===== src/rtl/fetch_queue.sv =====
`default_nettype none
// ============================================================================
// Module      : fetch_queue
// Description : Circular instruction queue between the fetch and decode
//               stages. Each entry holds a {PC, instruction} pair. Handshake
//               flags come from registered occupancy only; a redirect (flush)
//               empties the queue.
// Revision    : 1.0 - initial release
// ============================================================================
module fetch_queue #(
  parameter int DEPTH = 4,
  parameter int PTRW  = 2
) (
  input  logic            clk,
  input  logic            reset,      // asynchronous, active-low
  input  logic            in_valid,
  input  logic [31:0]     in_pc,
  input  logic [31:0]     in_instr,
  output logic            in_ready,
  output logic            out_valid,
  output logic [31:0]     out_pc,
  output logic [31:0]     out_instr,
  input  logic            out_ready,
  input  logic            flush,
  output logic [PTRW:0]   count
);

  localparam logic [PTRW-1:0] PTR_ONE  = PTRW'(1);
  localparam logic [PTRW:0]   CNT_ONE  = (PTRW + 1)'(1);
  localparam logic [PTRW:0]   CNT_FULL = (PTRW + 1)'(DEPTH);

  // Storage is not reset; it is never visible while out_valid is low.
  logic [63:0]     mem_q [DEPTH];

  logic [PTRW-1:0] head_q, head_d;
  logic [PTRW-1:0] tail_q, tail_d;
  logic [PTRW:0]   count_q, count_d;

  logic            w_push;
  logic            w_pop;

  // Handshake flags depend only on the registered occupancy.
  assign in_ready  = (count_q != CNT_FULL);
  assign out_valid = (count_q != '0);
  assign count     = count_q;

  // A flush overrides both transfers on the same edge.
  assign w_push = in_valid & in_ready  & ~flush;
  assign w_pop  = out_valid & out_ready & ~flush;

  // Head entry is gated to zero whenever the queue is empty.
  always_comb begin
    out_pc    = 32'h0;
    out_instr = 32'h0;
    if (out_valid) begin
      out_pc    = mem_q[head_q][63:32];
      out_instr = mem_q[head_q][31:0];
    end
  end

  // Next-state for pointers and occupancy; power-of-two depth gives the wrap.
  always_comb begin
    head_d  = head_q;
    tail_d  = tail_q;
    count_d = count_q;
    if (flush) begin
      head_d  = '0;
      tail_d  = '0;
      count_d = '0;
    end else begin
      if (w_push) tail_d = tail_q + PTR_ONE;
      if (w_pop)  head_d = head_q + PTR_ONE;
      case ({w_push, w_pop})
        2'b10:   count_d = count_q + CNT_ONE;
        2'b01:   count_d = count_q - CNT_ONE;
        default: count_d = count_q;
      endcase
    end
  end

  // Pointer and occupancy registers, cleared asynchronously by reset.
  always_ff @(posedge clk or negedge reset) begin
    if (!reset) begin
      head_q  <= '0;
      tail_q  <= '0;
      count_q <= '0;
    end else begin
      head_q  <= head_d;
      tail_q  <= tail_d;
      count_q <= count_d;
    end
  end

  // Write the accepted pair at the tail; pops leave storage untouched.
  always_ff @(posedge clk) begin
    if (w_push) begin
      mem_q[tail_q] <= {in_pc, in_instr};
    end
  end

endmodule
`default_nettype wire


===== config.mk =====
export PLATFORM = sky130hd
export DESIGN_NAME = fetch_queue
export DESIGN_NICKNAME = d
export VERILOG_FILES = /design/src/rtl/fetch_queue.sv
export SDC_FILE = /design/constraint.sdc
export NUM_CORES = 1
export LEC_CHECK = 0
export ABC_AREA = 1
export CAP_MARGIN = 20
export CORE_AREA = 2 2 189 191
export DETAILED_ROUTE_END_ITERATION = 10
export DIE_AREA = 0 0 191 193
export PLACE_DENSITY = 0.5
export SLEW_MARGIN = 10
export SYNTH_ARGS = -nofsm -noshare
export SYNTH_HDL_FRONTEND = slang
export SYNTH_SLANG_ARGS = --single-unit

===== constraint.sdc =====
create_clock -name clk -period 4.7 [get_ports clk]
set_input_delay 0.705 -clock clk [delete_from_list [all_inputs] [get_ports clk]]
set_output_delay 0.705 -clock clk [all_outputs]
set_load 0.05 [all_outputs]

**Word level (Yosys, flattened, before mapping)**

Memory sizes are Yosys's and may differ from the RTL's.
Index checks and enable logic that the tools add are counted.

- Bits in registers: 7
- Memory bits (writable): 256
- Input bits: 69
- Output and inout bits: 69
- Logic and storage cells: 30
- Memories kept: 1

Memories:

| name | depth | bits a word | read ports | clocked after memory_dff | wr ports | line | source |
|---|---|---|---|---|---|---|---|
| mem_q | 4 | 64 | 1 | 0 | 1 | 33 | `logic [63:0] mem_q [DEPTH];` |

- Add/subtract/negate cells: 4
- Eq/ne operators: 3
- Mux-type cells: 10
- Bitwise gates (word level): 5
- Reductions and logical operators: 4

Operators by type and width:

| cell | count |
|---|---|
| two-way mux 32 bit | 2 |
| two-way mux 2 bit | 4 |
| case mux 3 bit (2 select lines) | 1 |
| nonzero test 3 bit | 2 |
| adder 2 x 1 -> 2 bit (second input constant) | 2 |
| AND 1 bit | 4 |
| nonzero test 2 bit | 2 |
| adder 3 x 1 -> 3 bit (second input constant) | 1 |
| two-way mux 3 bit | 1 |
| != test 3 bit (second input constant) | 1 |
| subtractor 3 x 1 -> 3 bit (second input constant) | 1 |
| equality test 2 x 1 -> 1 bit (second input constant) | 1 |
| equality test 2 bit (second input constant) | 1 |
| two-way mux 1 bit | 2 |
| inverter 1 bit | 1 |

**Depth between registers and ports, before layout**

Gate-level depths: netlist (run 1).

- Depth after elaboration: 6
- Gate-level depth with buffers: 12
- Gate-level depth less buffers: 12

**Least setup slack after synthesis (run 1)**

Ideal clock, no wire load.

- Kind: reg2reg
- Start: register count_q[0], in the netlist count[0]
- End: memory mem_q[0][0] (enable)
- Data arrival time: 4.399 ns
- Slack: -0.186 ns
- Cell stages (with the launch flop): 7
- Path buffers: 0
- Cell sequence: dfrtp_1 > nor2_2 > nand2_1 > nand2_1 > nor2_1 > inv_1 > nor2_1

- Cells in the longest elaborated chain, start to end: 5

Ends and longest elaborated chain:

| item | line | source |
|---|---|---|
| start: declaration | 37 | `logic [PTRW:0] count_q, count_d;` |
| start signal: assignment | 90 | `count_q <= count_d;` |
| != test 3 bit | 43 | `assign in_ready = (count_q != CNT_FULL);` |
| net in_ready | 19 | `output logic in_ready,` |
| AND 1 bit (2 in series) | 48 | `assign w_push = in_valid & in_ready & ~flush;` |
| two-way mux 1 bit | 96 | `if (w_push) begin` |
| two-way mux 1 bit (not written as such) | 97 | `mem_q[tail_q] <= {in_pc, in_instr};` |
| end: declaration | 33 |  |

The timed path passes the listed nets, and every way through them passes these cells.

**Worst setup path in the final report (run 1)**

- Start: register head_q[0]
- End: output out_pc[29]

- Cells in the longest elaborated chain, start to end: 2

Ends and longest elaborated chain:

| item | line | source |
|---|---|---|
| start: declaration | 35 | `logic [PTRW-1:0] head_q, head_d;` |
| start signal: assignment | 84 | `head_q <= '0;` |
| start signal: assignment | 88 | `head_q <= head_d;` |
| memory (4 x 64 bit) | -- |  |
| two-way mux 32 bit | 55 | `if (out_valid) begin` |
| end: declaration | 21 | `output logic [31:0] out_pc,` |

No other way between the ends.

==> metrics.md, run 1 <==
| Metric | Value |
|---|---|
| Status | finished clean |
| Leakage | around 0.0044 uW |
| Register area share after synthesis | 75.8% |
| Hold Path Class | in -> async |
| Critical path class | reg -> out |
| GRT Overall Usage | 13.4% |
| Die height | 193 um |
| Yosys warning count | 0 |
| Synth Instances | approximately 820 |
| H-tree levels | 1 |
| Post-Layout Cell Count | 1433 |
| Crit-path max FO | between 50 and 60 |
| CTS tree | yes |
| Die ar. | roughly 37000 sq um |
| Peak supply drop | 326 uV |
| CP Capture Type | output port |
| GR Overflow Total | 0 |
| Flop pwr share | 34.0% |
| Worst skew pair latency | 530 ps |
| Crit path DAT | approximately 3300 ps |
| Sw Ratio | around two fifths |
| Root buffer cell | clkbuf_16 |
| Drt via density | 4.56 |
| Slew @ Worst Pin | 915 ps |
| Power Internal | approximately 5000 uW |
| DR WL/cell | 17.4 um |
| I/O pin cnt | between 100 and 150 |
| CP Cell Sequence | inv_4 -> buf_4 -> o21ai_0 -> a21oi_1 -> clkdlybuf4s50_1 |
| FP Rows | 69 |
| Initial antenna violation count | 1 |
| Slowest cell on the critical path | clkdlybuf4s50_1 |
| Post-CTS repair timing setup buffer count | 0 |
| #FFs+latches synth | 263 |
| R2R cell count | 7 |
| Final period util | roughly 85% |
| CTS Buf Count | 28 |
| Layout area overhead | 27.1% |
| Place WS | 1170 ps |
| CP startpoint kind | flip-flop |
| DP Area | 12300 sq um |
| Slowest Stage Delay on Critical Path | ~860 ps |
| Cell variety after synth | 23 |
| Slew Viols, Final | 0 |
| Required @ worst endpoint | 3990 ps |
| CTS resizes | 0 |
| Mapped Area | 10400 sq um |
| Via count of the routed design | 6529 |
| Final min period | about 4000 ps |
| CTS Sinks | 263 |
| Vias in the first global route | 6549 |
| Hold-fix buffers, CTS | 0 |
| Drt pass-1 iters | 4 |
| Post-route setup TNS | 0 ps |
| Clk slew on worst S/H paths | 60 ps |
| Final instance area | 13200 sq um |
| Core Area | roughly 35000 sq um |
| Max Freq | 250 MHz |
| Setup violators final | 0 |
| Initial core utilization | slightly below 30% |
| Share of cells above drive strength 1 | 6.79% |
| Starting DRC count in detailed routing | 243 |
| Ant diodes | 0 |
| HPWL Detailed | 13.6 mm |
| Post-Route Skew | 13.0 ps |
| Avg Cell Area, Syn | between 10 and 15 sq um |
| GP Congestion | 0.696 |
| Pin count of the biggest net entering global routing | 65 |
| Combinational Power Share | 39.1% |
| Pwr dens | 622 nW/um^2 |
| Clock power frac | 26.9% |
| Final Core Density | 37.7% |
| Final hold violation count | 0 |
| Net Switching | around 3200 uW |
| Width of the die | 191 um |
| Maxcap violations | 0 |
| Clk buf depth | 3 |
| Global-route wire length before repair | 37.8 mm |
| Nets | 1024 |
| Port-buffer cells | 137 |
| Slew headroom | about 39% |
| Syn Nets | 893 |
| PnR worst setup slack | 700 ps |
| RSZ-0062 raised after global routing | no |
| Number of remaining DRC errors | 0 |
| WL final | about 25 mm |
| Antenna-violating nets left | 0 |
| Cell count after placement | 1381 |
==> worst paths after layout <==
| check | startpoint | slack, ps | endpoint |
|---|---|---|---|
| min in group clk | count[1] | 620 | count[1] |
| worst min-delay path | reset | 460 | tail_q[0] |
| worst min register to register | count[1] | 620 | count[1] |
| worst max-delay path | head_q[0] | 700 | out_pc[29] |
| worst max register to register | count[0] | 2170 | mem_q[0][23] |
| max in group asynchronous | reset | 3930 | head_q[1] |
==> per-stage QoR <==
stage	power (uW)	hold WS, ps
2_1_floorplan	4980	409
3_3_place_gp	6090	604
3_5_place_dp	6100	613
4_1_cts	8330	440
5_1_grt	8600	453
6_report	8210	459
==> cells in the mapped netlist (all sizes together) <==
cell type,instances,area (sq um)
dfrtp,7,175
a21oi,69,353
nand2,16,65.1
edfxtp,256,7690
xnor2,1,8.76
nand4,1,6.26
buf,36,220
nand3,6,42.5
clkbuf,12,45.0
nor2,263,990
o21ai,131,656
ha,4,50.1
inv,16,60.1
fa,1,20.0
==> cells by family (layout without fill, tap and decap cells) <==
family,after synthesis,after routing,share of synthesized area (%)
adders and majority gates,5,5,0.675
DFF,263,263,75.8
buffers and inverters,64,217,3.13
and+or+nand+nor,286,286,10.6
xor gates and xnor gates,1,1,0.0844
AOI/OAI and AO/OA,200,200,9.72
==> flip-flops by register name (all words and copies together), names as in the netlist <==
signal,cells
head_q,2
mem_q,256
count,3
tail_q,2
==> placed cells by master, fill, tap and decap left out, types with 3 or more instances in the layout <==
master	n
clkinv_2	6
nor2_4	4
buf_4	7
o21ai_0	128
clkdlybuf4s50_1	137
a21oi_1	67
nor2_1	258
nand2_1	14
clkinv_1	11
nand3_1	5
buf_12	5
ha_1	4
bufinv_16	4
o21ai_1	3
edfxtp_1	256
clkbuf_16	29
dfrtp_1	5
inv_1	13
==> worst max-delay path, delay by kind of cell (launching register included) <==
kind	cells	cell delay, ps
AOI/OAI and AO/OA	2	370
buffers and inverters	3	1670
DFF	1	640
==> power groups by stage <==
stage                     clock (uW)  combinational, uW  sequential (uW)
after floorplan                    0               2130             2850
after global placement             0               3260             2840
after detailed placement           0               3260             2840
after CTS                       2260               3270             2790
after global routing            2350               3440             2810
final                           2210               3210             2790
==> layout make-up <==
| cell class | count | area, sq um |
|---|---|---|
| Clock buffer | 31 | 733 |
| Clock inverter | 21 | 196 |
| Fill cell | 3346 | 21800 |
| Inverter | 16 | 65.1 |
| Multi-Input combinational cell | 492 | 2220 |
| Sequential cell | 263 | 7870 |
| Tap cell | 461 | 577 |
| Timing Repair Buffer | 149 | 1520 |
==> routing by layer <==
metal	GRT usage (%)	vias to the layer above	wire length (um)
met3	2.05	35	947
met5	0	-	11
li1	-	3168	-
met1	17.0	3201	11000
met4	3.55	2	442
met2	23.9	123	12500
Power figures use the tool's default switching activity.
==> run 2, diff against run 1 <==
--- a/config.mk
+++ b/config.mk
@@ -8,6 +8,8 @@
 export ABC_AREA = 1
 export CAP_MARGIN = 20
 export CORE_AREA = 2 2 189 191
+export CTS_BUF_LIST = sky130_fd_sc_hd__clkbuf_2
+export CTS_CLUSTER_SIZE = 16
 export DETAILED_ROUTE_END_ITERATION = 10
 export DIE_AREA = 0 0 191 193
 export PLACE_DENSITY = 0.5
@@ -15,3 +17,4 @@
 export SYNTH_ARGS = -nofsm -noshare
 export SYNTH_HDL_FRONTEND = slang
 export SYNTH_SLANG_ARGS = --single-unit
+export TNS_END_PERCENT = 10
==> metrics.md, run 2 (synthesized netlist as in run 1, its figures left out) <==
| Metric | Value |
|---|---|
| Crit-path max FO | 52 |
| CP Capture Type | output port |
| GR Overflow Total | 0 |
| HPWL Detailed | 13.6 mm |
| Width of the die | between 150 and 200 um |
| Final instance area | 13000 sq um |
| Clk buf depth | 3 |
| Via count of the routed design | 6764 |
| Slew headroom | 37.8% |
| Most frequent cells in the layout | nor2_1 (258), edfxtp_1 (256), clkdlybuf4s50_1 (137), o21ai_0 (128), clkbuf_2 (95) |
| Global-route wire length before repair | 38.6 mm |
| Clock power frac | 22.7% |
| I/O pin cnt | 138 |
| Required @ worst endpoint | 3990 ps |
| Hold Path Class | in -> async |
| Net Switching | 3260 uW |
| Pin count of the biggest net entering global routing | 65 |
| Final hold violation count | 0 |
| Drt pass-1 iters | 5 |
| Nets | 1066 |
| Tot Pwr | 7770 uW |
| WP buf/inv | 3 |
| Peak supply drop | 360 uV |
| Maxcap violations | 0 |
| Pwr dens | 599 nW/um^2 |
| Clk slew on worst S/H paths | approximately 100 ps |
| CTS tree | yes |
| Crit path DAT | ~3600 ps |
| RSZ-0062 raised after global routing | no |
| Power Internal | around 4500 uW |
| Final min period | 4270 ps |
| Leakage | about 0.0044 uW |
| Sw Ratio | a little over two fifths |
| Max FFs per register | 256 |
| Port-buffer cells | 137 |
| H-tree levels | 3 |
| CP startpoint kind | flip-flop |
| Slew @ Worst Pin | 933 ps |
| Worst skew pair latency | 790 ps |
| Combinational Power Share | about two fifths |
| CTS Buf Count | 70 |
| Flop pwr share | between 30% and 40% |
| CP top delay family | buffers and inverters |
| Drt via density | approximately 4.5 |
| Share of cells above drive strength 1 | 12.5% |
| Final period util | roughly nine tenths |
| WL final | 25.3 mm |
| Commonest non-fill, non-tap cell in the layout | nor2_1 |
| Initial core utilization | 29.7% |
| FP Rows | 69 |
| DP Area | 12300 sq um |
| Slew Viols, Final | 0 |
| Status | finished clean |
| Core Area | 35000 sq um |
| Max Freq | 234 MHz |
| GRT Overall Usage | about 14% |
| Die ar. | 36900 sq um |
| GP Congestion | 0.696 |
| Final Core Density | 37.1% |
| Post-CTS repair timing setup buffer count | 0 |
| Post-Route Skew | just under 80 ps |
| Number of remaining DRC errors | 0 |
| Layout area overhead | 24.9% |
| CP Cell Sequence | inv_4 -> buf_4 -> o21ai_0 -> a21oi_1 -> clkdlybuf4s50_1 |
| Hold-fix buffers, CTS | 0 |
| Root buffer cell | clkbuf_2 |
| DR WL/cell | 16.9 um |
| CTS Sinks | 263 |
| Antenna-violating nets left | 0 |
| Largest Register | mem_q |
| Initial antenna violation count | 1 |
| Die height | 193 um |
| Setup violators final | 0 |
| CTS resizes | 0 |
| Slowest Stage Delay on Critical Path | 860 ps |
| Vias in the first global route | 6946 |
| Starting DRC count in detailed routing | 317 |
| Slowest cell on the critical path | clkdlybuf4s50_1 |
| Critical path class | reg -> out |
run 2: worst paths after layout:
path | from | end | slack [ps] | depth (start not counted)
hold / removal | reset | head_q[1] | 190 | 1
max in group asynchronous | reset | head_q[0] | 4190 | 1
setup / recovery | head_q[0] | out_pc[29] | 430 | 5
min in group clk | in_pc[7] | mem_q[3][39] | 550 | 1
setup reg to reg | count[0] | mem_q[0][17] | 2090 | 7
hold reg to reg | count[1] | count[1] | 630 | 2
run 2: area by class of cell:
cell class | count | area (sq um)
fillers | 3423 | 22000
multi-input cells | 492 | 2220
flip-flops and latches | 263 | 7870
inverters | 16 | 65.1
repair buffers | 149 | 1520
diodes | 1 | 2.50
clock inverters | 19 | 230
clock buffers | 95 | 475
well taps | 461 | 577
run 2: worst register-to-register path, cell delays in order (launching register included):
cell	delay (ps)
dfrtp_1	470
nor2_2	100
nand2_1	80
nand2_1	130
nor2_1	220
inv_1	220
nor2_4	570
buf_12	380
run 2: through the flow:
| stage | worst slack [ps] | setup TNS, ps | instances | hold WS [ps] |
|---|---|---|---|---|
| 5_1_grt | 77.6 | 0 | 1496 | 67.3 |
| 4_1_cts | 225 | 0 | 1495 | 69.0 |
| 2_1_floorplan | -186 | -47500 | 819 | 409 |
| 6_report | 425 | 0 | 1496 | 190 |
| 3_5_place_dp | 1170 | 0 | 1381 | 613 |
| 3_3_place_gp | 1200 | 0 | 1381 | 604 |
run 2: layer usage:
metal / wire [um] / global-route usage [%] / part of all wire [%] / vias up
met2: 12700 / 23.8 / 50 / 146
met3: 1090 / 3.53 / 4.3 / 36
met4: 360 / 4.92 / 1.4 / 0
met1: 11200 / 16.8 / 44 / 3305
li1: - / - / - / 3277
met5: 0 / 0 / 0 / -
run 2: power groups by stage:
stage	combinational (uW)	clock, uW	sequential, uW
3_5_place_dp	3260	0	2840
6_report	3220	1760	2790
5_1_grt	3440	1960	2800
2_1_floorplan	2130	0	2850
3_3_place_gp	3260	0	2840
4_1_cts	3270	1850	2790
